$ cat config.mk
export PLATFORM = sky130hd
export DESIGN_NAME = mem_port_arbiter
export DESIGN_NICKNAME = d
export VERILOG_FILES = /design/src/rtl/mem_port_arbiter.sv
export SDC_FILE = /design/constraint.sdc
export NUM_CORES = 1
export LEC_CHECK = 0
export ABC_AREA = 0
export BUFFER_PORTS_ARGS = -buffer_cell sky130_fd_sc_hd__buf_2
export CAP_MARGIN = 20
export CORE_MARGIN = 3
export CORE_UTILIZATION = 26
export DETAILED_ROUTE_END_ITERATION = 16
export PLACE_DENSITY = 0.48
export REMOVE_ABC_BUFFERS = 1
export SYNTH_ARGS = -nofsm -noshare
export SYNTH_HDL_FRONTEND = slang
export SYNTH_SLANG_ARGS = --single-unit
$ cat constraint.sdc
create_clock -name clock -period 3.33 [get_ports clock]
set_clock_uncertainty 0.05 [all_clocks]
set_input_delay 0.1665 -clock clock [delete_from_list [all_inputs] [get_ports clock]]
set_output_delay 0.1665 -clock clock [all_outputs]
set_load 0.05 [all_outputs]
$ cat src/rtl/mem_port_arbiter.sv
// Two-requester memory port arbiter (fetch = 0, data = 1) with fixed-latency strobes.
// Optional build macro: ARB_ROUND_ROBIN_EN selects round-robin tie-breaking instead of data-first priority.
module mem_port_arbiter #(
    parameter int AW      = 11,
    parameter int DW      = 16,
    parameter int MEM_LAT = 2
) (
    input  logic          clock,
    input  logic          reset,
    input  logic          f_req,
    input  logic [AW-1:0] f_addr,
    output logic          f_ack,
    output logic [DW-1:0] f_rdata,
    input  logic          d_req,
    input  logic          d_we,
    input  logic [AW-1:0] d_addr,
    input  logic [DW-1:0] d_wdata,
    output logic          d_ack,
    output logic [DW-1:0] d_rdata,
    output logic [AW-1:0] mem_addr,
    output logic [DW-1:0] mem_wdata,
    output logic          mem_rd,
    output logic          mem_wr,
    input  logic [DW-1:0] mem_rdata,
    output logic          busy,
    output logic          grant_id
);

    typedef enum logic [1:0] {
        ST_IDLE   = 2'd0,
        ST_ACCESS = 2'd1,
        ST_RESP   = 2'd2
    } state_t;

    localparam logic [3:0] LAST_CNT = 4'(MEM_LAT - 1);

    state_t        state_q, state_d;
    logic [3:0]    cnt_q, cnt_d;
    logic [AW-1:0] addr_q, addr_d;
    logic [DW-1:0] wdata_q, wdata_d;
    logic          we_q, we_d;
    logic          gid_q, gid_d;
    logic [DW-1:0] f_rdata_q, f_rdata_d;
    logic [DW-1:0] d_rdata_q, d_rdata_d;
    logic          rd_q, rd_d;
    logic          wr_q, wr_d;
    logic          f_ack_q, f_ack_d;
    logic          d_ack_q, d_ack_d;
    logic          busy_q;
    logic          win_s;

`ifdef ARB_ROUND_ROBIN_EN
    logic rr_q, rr_d;

    // Tie goes to the requester not granted last; pointer follows every grant.
    always_comb begin
        rr_d = rr_q;
        if (f_req && d_req) begin
            win_s = rr_q;
        end else begin
            win_s = d_req;
        end
        if ((state_q == ST_IDLE) && (f_req || d_req)) begin
            rr_d = ~win_s;
        end else begin
            rr_d = rr_q;
        end
    end

    // Round-robin pointer register.
    always_ff @(posedge clock) begin
        if (reset) begin
            rr_q <= 1'b0;
        end else begin
            rr_q <= rr_d;
        end
    end
`else
    // Data path wins every tie; a lone fetch request still wins.
    always_comb begin
        win_s = d_req;
    end
`endif

    // Next-state and registered-output logic.
    always_comb begin
        state_d   = state_q;
        cnt_d     = cnt_q;
        addr_d    = addr_q;
        wdata_d   = wdata_q;
        we_d      = we_q;
        gid_d     = gid_q;
        f_rdata_d = f_rdata_q;
        d_rdata_d = d_rdata_q;
        rd_d      = 1'b0;
        wr_d      = 1'b0;
        f_ack_d   = 1'b0;
        d_ack_d   = 1'b0;
        case (state_q)
            ST_IDLE: begin
                if (f_req || d_req) begin
                    state_d = ST_ACCESS;
                    cnt_d   = 4'd0;
                    gid_d   = win_s;
                    if (win_s) begin
                        addr_d  = d_addr;
                        we_d    = d_we;
                        wdata_d = d_wdata;
                    end else begin
                        addr_d  = f_addr;
                        we_d    = 1'b0;
                        wdata_d = wdata_q;
                    end
                    rd_d = ~we_d;
                    wr_d = we_d;
                end else begin
                    state_d = ST_IDLE;
                end
            end
            ST_ACCESS: begin
                if (cnt_q == LAST_CNT) begin
                    state_d = ST_RESP;
                    // Writes leave both read-data registers untouched.
                    if (!we_q && gid_q) begin
                        d_rdata_d = mem_rdata;
                    end else if (!we_q) begin
                        f_rdata_d = mem_rdata;
                    end else begin
                        d_rdata_d = d_rdata_q;
                    end
                    if (gid_q) begin
                        d_ack_d = 1'b1;
                    end else begin
                        f_ack_d = 1'b1;
                    end
                end else begin
                    cnt_d = cnt_q + 4'd1;
                    rd_d  = ~we_q;
                    wr_d  = we_q;
                end
            end
            ST_RESP: begin
                state_d = ST_IDLE;
            end
            default: begin
                state_d = ST_IDLE;
            end
        endcase
    end

    // State and output registers.
    always_ff @(posedge clock) begin
        if (reset) begin
            state_q   <= ST_IDLE;
            cnt_q     <= 4'd0;
            addr_q    <= '0;
            wdata_q   <= '0;
            we_q      <= 1'b0;
            gid_q     <= 1'b0;
            f_rdata_q <= '0;
            d_rdata_q <= '0;
            rd_q      <= 1'b0;
            wr_q      <= 1'b0;
            f_ack_q   <= 1'b0;
            d_ack_q   <= 1'b0;
            busy_q    <= 1'b0;
        end else begin
            state_q   <= state_d;
            cnt_q     <= cnt_d;
            addr_q    <= addr_d;
            wdata_q   <= wdata_d;
            we_q      <= we_d;
            gid_q     <= gid_d;
            f_rdata_q <= f_rdata_d;
            d_rdata_q <= d_rdata_d;
            rd_q      <= rd_d;
            wr_q      <= wr_d;
            f_ack_q   <= f_ack_d;
            d_ack_q   <= d_ack_d;
            busy_q    <= (state_d != ST_IDLE);
        end
    end

    assign f_ack     = f_ack_q;
    assign f_rdata   = f_rdata_q;
    assign d_ack     = d_ack_q;
    assign d_rdata   = d_rdata_q;
    assign mem_addr  = addr_q;
    assign mem_wdata = wdata_q;
    assign mem_rd    = rd_q;
    assign mem_wr    = wr_q;
    assign busy      = busy_q;
    assign grant_id  = gid_q;

endmodule
== Word-level counts from Yosys, hierarchy flattened ==
Cells that the tools add are included.
Cells by class
  add/sub/neg operators: 1
  equality and inequality tests: 4
  muxes and demuxes: 18
  bitwise logic cells: 5
  reduce and logical (&&, ||, !) cells: 12
Operator list (number)
  $mux 11: 1
  $mux 1: 10
  $reduce_and 3->1: 3
  $mux 4: 2
  $pmux 4 s2: 1
  $not 1->1: 5
  $add 4x1->4 const B: 1
  $eq 4x1->1 const B: 1
  $ne 2x2->1 const B: 2
  $pmux 1 s2: 2
  $pmux 2 s2: 1
  $reduce_and 4->1: 1
  $reduce_bool 2->1: 2
  $reduce_or 3->1: 1
  $eq 2x1->1 const B: 1
  $logic_not 2->1: 1
  $mux 2: 1
  $reduce_and 2->1: 1
  $logic_and 1x1->1: 1
  $logic_not 1->1: 1
  $logic_or 1x1->1: 1
Storage, ports and cells
  register bits: 72
  input bits: 59
  output and inout bits: 65
  logic and storage cells: 53

== Depth between registers and ports, before layout ==
Gate-level depths: netlist (run 1).
  word-level depth: 6
  mapped depth: 7
  gate-level depth less buffers: 5

== Worst setup path after synthesis (run 1) ==
OpenSTA, ideal clock, no wires.
  kind: register to register
  from: register cnt_q[0]
  to: register f_rdata_q[10] (netlist: f_rdata[10])
  setup time: 0.120 ns
  arrival time: 1.716 ns
  data required time: 3.160 ns
  path slack: 1.444 ns
  stages on the path, launching flop included: 7
  path buffers: 2
  clock period less this slack: 1.886 ns
  path through: dfxtp_1 ha_1 or3b_4 or4_4 buf_6 buf_12 mux2i_1
Between the ends
  word-level cells in the longest chain between the ends: 2
RTL lines
  from (decl): RTL line 38  | logic [3:0] cnt_q, cnt_d;
  from (signal assigned): RTL line 169  | cnt_q <= cnt_d;
  $eq 4x1->1: RTL line 121  | if (cnt_q == LAST_CNT) begin
  $reduce_and 4->1 (no source line)
  to (signal assigned): RTL line 174  | f_rdata_q <= f_rdata_d;
  to (decl): RTL line 43  | logic [DW-1:0] f_rdata_q, f_rdata_d;
No other way between the ends.
A chain may end at the register's enable or synchronous reset.

== Worst setup path in the final report (run 1) ==
  from: register cnt_q[0]
  to: register f_rdata_q[8] (netlist: f_rdata[8])
Same word-level chain as after synthesis.

==> results of run 1 <==
power groups by stage:
stage	Sequential, mW	Clock (mW)	Combinational (mW)
6_report	0.935	1.03	0.384
5_1_grt	0.941	1.10	0.414
4_1_cts	0.936	1.07	0.386
3_5_place_dp	0.953	0	0.386
3_3_place_gp	0.953	0	0.385
2_1_floorplan	1.09	0	0.119
kinds of logic after synthesis:
logic type / Yosys count
buf+inv: 27
simple gates: 110
fa+ha+maj: 2
mux: 43
flops: 72
compound gates: 55
layout make-up:
class / instances / area, um2 / share of cell area
flip-flops and latches: 72 / 1440 / 0.360
multi-input cells: 210 / 1400 / 0.349
repair buffers: 127 / 662 / 0.165
clock buffers: 12 / 256 / 0.0641
well taps: 140 / 175 / 0.0438
clock inverters: 3 / 65.1 / 0.0163
inverters: 2 / 7.51 / 0.00188
per-layer routing:
layer  vias to the layer above  share of wire  GRT usage
li1                       1278              -          -
met1                      1115           0.47      0.154
met2                        82           0.43      0.170
met3                        11          0.081     0.0417
met4                         0          0.014     0.0441
met5                         -              0          0
cells in the mapped netlist (3+ instances only):
master	instances	area [um2]
mux2i_1	43	430
a21oi_1	34	170
or3_1	3	18.8
nor2_1	4	15.0
dfxtp_1	72	1440
clkbuf_1	17	63.8
a211oi_1	12	90.1
nor2b_1	3	18.8
nand2b_1	49	307
nand3_1	3	15.0
nand2_1	35	131
worst max-delay path by stage:
stage,end,cells after the start,startpoint,slack (ns)
3_3_place_gp,mem_wr,4,d_req,1.40
3_5_place_dp,mem_wr,4,d_req,1.33
5_1_grt,d_rdata[3],5,cnt_q[0],1.27
2_1_floorplan,d_rdata[0],4,cnt_q[0],-0.50
6_report,f_rdata[8],4,cnt_q[0],1.37
4_1_cts,f_rdata[9],4,cnt_q[0],1.37
cell usage in the layout, fill, tap and decap left out, drive strengths merged, types with 2 or more instances in the layout:
master,instances
a211oi,12
a21oi,34
buf,127
bufinv,2
clkbuf,12
dfxtp,72
ha,2
inv,2
mux2i,43
nand2,35
nand2b,49
nand3,3
nor2,4
nor2b,3
nor3,2
nor3b,2
o21ai,2
o221ai,2
or2,2
or3,3
or3b,2
flip-flops by register name (all words and copies together) (netlist names):
signal and cells:
cnt_q 4, f_rdata 16, d_rdata 16, mem_wr 1
grant_id 1, mem_wdata 16, busy 1, d_ack 1
f_ack 1, mem_rd 1, mem_addr 11, we_q 1
state_q 2
worst max-delay path, cell delays in order, from the launching register on:
cell	delay [ns]
dfxtp_1	0.40
ha_1	0.18
or3b_4	0.41
or4_4	0.61
mux2i_1	0.17
through the flow:
step                hold WS (ns)  cells  TNS, ns  setup slack [ns]  cell area (um2)
global placement           0.358    550        0              1.40             3670
floorplan                  0.186    284    -8.03            -0.502             2840
detailed placement         0.363    550        0              1.33             3670
finish                    0.0313    566        0              1.37             4000
global route              0.0281    566        0              1.27             4000
CTS                       0.0148    565        0              1.37             3990
==> results.json, run 1 <==
{
  "synth_area_mm2": 0.00297,
  "switching_share": 0.269,
  "final_antenna_net_count": 0,
  "r2r_cells": 4,
  "crit_type": "flop to flop",
  "io_buffers": 123,
  "synth-xor-area-share": 0,
  "cp.arrival_ns": 2.10,
  "die_h_um": 113,
  "period_share": 0.588,
  "grtUsageTotal": 0.115,
  "wire_per_inst_um": 13.0,
  "pwr-share-comb": 0.164,
  "grt_pass1_vias": 2467,
  "core_mm2": 0.0110,
  "timing.rr.end": "f_rdata[8]",
  "cts-resized-gates": 0,
  "synth_top_family_by_area": "simple AND/OR/NAND/NOR gates",
  "async_flop_share": 0,
  "crit_required_ns": 3.47,
  "synthFlopType": "dfxtp_1",
  "power.share.clock": 0.438,
  "fill_cells": 1120,
  "dieArea_mm2": 0.0128,
  "die_w_um": 113,
  "critPathCaptureType": "flop",
  "dpl.hpwl_mm": 5.34,
  "fin_util": 0.364,
  "initial_core_util": 0.271,
  "max_freq_mhz": 510,
  "muxShareOfSynthArea": 0.145,
  "clk_pin_slew_ns": 0.06,
  "cts-root-buf": "clkbuf_16",
  "min-delay-start": "d_wdata[6]",
  "drive_above_1_share": 0.347,
  "cts_setup_buffers": 0,
  "clkSinkCount": 72,
  "clk_latency_ns": 0.32,
  "worst_hold_path.endpoint": "mem_wdata[6]",
  "max_slew_margin": 0.460,
  "hold_depth": 3,
  "drc_errors": 0,
  "rsz0062_at_grt": "false",
  "slew_violations": 0,
  "tightest_slew_ns": 0.807,
  "viasPerCell": 4.39,
  "gp_congestion": 0.749,
  "synthCells": 309,
  "drt_iter0_markers": 128,
  "ys_ff_latch": 72,
  "r2r_start": "cnt_q[0]",
  "startpoint_type": "flop",
  "fin_crit_ns": 1.96,
  "p_leak_nw": 1.88,
  "finalPower_mw": 2.35,
  "power.internal_mw": 1.72,
  "grt_max_degree": 52,
  "setup_violations": 0,
  "yosysSeqAreaShare": 0.485,
  "numCtsBuffers": 9,
  "fp-row-count": 38,
  "grt_overflow": 0,
  "yosysUniqueCellTypes": 36,
  "ys_warn_count": 0,
  "num_antenna_cells": 0,
  "reg2reg_setup_slack_ns": 1.37,
  "cts_tree": "yes",
  "synthAdderAreaFrac": 0.00842,
  "holdBufCountCts": 0,
  "path_max_fanout": 16,
  "synth_edf_count": 0,
  "cts_buffer_depth": 2,
  "htree_levels": 3,
  "status": "complete, no violations",
  "io_pins": 124,
  "grt_pass1_wl_mm": 12.0,
  "irDropWorstVdd_mv": 0.252,
  "synthSimpleGateAreaFrac": 0.205,
  "drt_wl_total_mm": 7.37,
  "hold_class": "primary input to flop",
  "grt_antenna_before_repair": 0,
  "maxCapViolCount": 0,
  "seqPwrFrac": 0.398,
  "synth_compound_area_frac": 0.109,
  "syn_area_per_cell_um2": 9.62,
  "first_pass_iters": 4,
  "final_nets": 483,
  "route.vias.total": 2486,
  "power_density_mw_per_mm2": 587,
  "final_hold_viol_count": 0,
  "p_switching_uw": 631,
  "syn_to_final_growth_pct": 34.6
}
(Power assumes the default switching activity.)
==> run 2: changes to the inputs <==
==> constraint.sdc (replaced) <==
create_clock -name clock -period 1.9 [get_ports clock]
set_clock_uncertainty 0.05 [all_clocks]
set_input_delay 0.095 -clock clock [delete_from_list [all_inputs] [get_ports clock]]
set_output_delay 0.095 -clock clock [all_outputs]
set_load 0.05 [all_outputs]
==> run 2 against run 1 <==
Sequential power increased by 75%. Die area stayed put. Critical path type unchanged. Core utilization increased by 1.7 points. Sequential share of layout area is 1.5 points lower.
==> results.json, run 2 (same netlist as run 1, synthesis figures left out) <==
{
  "crit_chain": "inv_2 > ha_4 > or3b_4 > or4_4 > mux2i_1",
  "final_nets": 510,
  "power.share.clock": 0.382,
  "power_density_mw_per_mm2": 918,
  "io_pins": 124,
  "grt_antenna_before_repair": 0,
  "dp_slack_ns": 0.00780,
  "irDropWorstVdd_mv": 0.474,
  "max_freq_mhz": 529,
  "dieArea_mm2": 0.0128,
  "numCtsBuffers": 9,
  "fill_cells": 1128,
  "final_antenna_net_count": 0,
  "first_pass_iters": 4,
  "grt_max_degree": 45,
  "max_slew_margin": 0.476,
  "core_mm2": 0.0110,
  "final_cell_mix": "buf_2, dfxtp_1, nand2b_1",
  "grt_overflow": 0,
  "fin_ws_ns": 0.00850,
  "final_hold_viol_count": 0,
  "pwr-share-comb": 0.192,
  "rsz0062_at_grt": "true",
  "grt_pass1_vias": 2598,
  "p_leak_nw": 1.97,
  "reg2reg_setup_slack_ns": 0.008,
  "hold_class": "primary input to flop",
  "maxCapViolCount": 0,
  "r2r_cells": 5,
  "p_switching_mw": 1.13,
  "setup_violations": 0,
  "slowest_delay_ns": 0.67,
  "period_share": 0.996,
  "fp-row-count": 38,
  "cp.arrival_ns": 2.04,
  "status": "complete, no violations",
  "crit_required_ns": 2.05,
  "syn_to_final_growth_pct": 40.9,
  "r2r_start": "cnt_q[1]",
  "gp_congestion": 0.814,
  "drt_iter0_markers": 100,
  "die_h_um": 113,
  "critPathTopFamily": "simple AND/OR/NAND/NOR gates",
  "viasPerCell": 4.45,
  "startpoint_type": "flop",
  "drive_above_1_share": 0.355,
  "seqPwrFrac": 0.427,
  "drc_errors": 0,
  "crit_type": "flop to flop",
  "grt_pass1_wl_mm": 12.4,
  "min-delay-start": "mem_rdata[13]",
  "path_max_fanout": 8,
  "num_antenna_cells": 0,
  "slowest_stage": "or4_4",
  "worst_hold_path.endpoint": "f_rdata[13]",
  "critPathCaptureType": "flop",
  "io_buffers": 123,
  "grtUsageTotal": 0.119,
  "cts_buffer_depth": 2,
  "slew_violations": 0,
  "initial_core_util": 0.271,
  "cts_tree": "yes",
  "cts-root-buf": "clkbuf_16",
  "setup_tns_ns": 0,
  "clkSinkCount": 72,
  "fin_util": 0.381,
  "route.vias.total": 2637,
  "switching_share": 0.294,
  "timing.rr.end": "f_rdata[9]",
  "wire_per_inst_um": 13.5,
  "hold_depth": 3,
  "power.internal_mw": 2.71,
  "fin_crit_ns": 1.89,
  "dpl.hpwl_mm": 5.47,
  "final_common_cell": "buf_2",
  "htree_levels": 3,
  "clk_latency_ns": 0.32,
  "die_w_um": 113,
  "drt_wl_total_mm": 7.98,
  "worst-path-buf-inv": 1,
  "tightest_slew_ns": 0.783,
  "clk_pin_slew_ns": 0.05
}
run 2: changes by cell type in the layout (fill, tap and decap cells not counted), moves of 2 or more:
| cell | before | now |
|---|---|---|
| bufinv_16 | 2 | 0 |
| dlygate4sd3_1 | 0 | 17 |
| clkbuf_8 | 2 | 0 |
| clkinv_2 | 1 | 3 |
| dfxtp_1 | 72 | 70 |
| dfxtp_2 | 0 | 2 |
| buf_4 | 2 | 12 |
run 2: final cells by class:
type | count | area, um2 | area share
clock buffers | 11 | 233 | 0.0556
clock inverters | 4 | 22.5 | 0.00538
inverters | 2 | 7.51 | 0.00179
multi-input cells | 211 | 1420 | 0.339
flip-flops and latches | 72 | 1440 | 0.345
well taps | 140 | 175 | 0.0418
repair buffers | 153 | 887 | 0.212
run 2: power groups by stage:
stage               logic (mW)  registers (mW)  clock network, mW
floorplan                0.209            1.91                  0
global placement         0.700            1.67                  0
detailed placement       0.703            1.67                  0
CTS                      0.731            1.64               1.52
global route             0.791            1.65               1.59
finish                   0.736            1.64               1.47
run 2: metal layers:
metal  vias to the layer above  GRT usage  wire (um)
met3                        11     0.0380        630
met1                      1205      0.149       3670
met5                         -          0          0
met4                         0     0.0441        111
li1                       1332          -          -
met2                        89      0.192       3570
run 2: worst reg2reg max path: cells and delay by family (launching register included):
family	cells	cell delay, ns
AND/OR/NAND/NOR	2	1.07
buffers and inverters	1	0.06
adder cells (fa/ha/maj)	1	0.11
multiplexers	1	0.17
flip-flops	1	0.32
run 2: per-stage QoR:
| step | instances | total power [mW] | hold WS (ns) | cell area, um2 |
|---|---|---|---|---|
| final | 593 | 3.84 | 0.0140 | 4190 |
| after global routing | 593 | 4.03 | 0.00989 | 4190 |
| after CTS | 591 | 3.89 | 0.00454 | 4150 |
| after detailed placement | 559 | 2.37 | 0.293 | 3720 |
| after global placement | 559 | 2.37 | 0.287 | 3720 |
| after floorplan | 284 | 2.12 | 0.114 | 2840 |
run 2: worst max-delay path by stage:
| stage | from | endpoint | slack, ns | cells past startpoint |
|---|---|---|---|---|
| 5_1_grt | cnt_q[0] | f_rdata[11] | -0.04 | 4 |
| 6_report | cnt_q[1] | f_rdata[9] | 0.008 | 5 |
| 3_5_place_dp | cnt_q[1] | f_rdata[9] | 0.008 | 5 |
| 3_3_place_gp | cnt_q[1] | f_rdata[4] | 0.06 | 5 |
| 4_1_cts | cnt_q[1] | f_rdata[15] | 0.002 | 5 |
| 2_1_floorplan | cnt_q[0] | d_rdata[0] | -1.93 | 4 |
run 2: what timing repair did:
| action | CTS | global route |
|---|---|---|
| hold buffers | 17 | 0 |
| setup buffers | 0 | 1 |
| setup endpoints to repair | 0 | 27 |
| endpoints found under the hold margin | 17 | 0 |
| resized for setup | 0 | 7 |
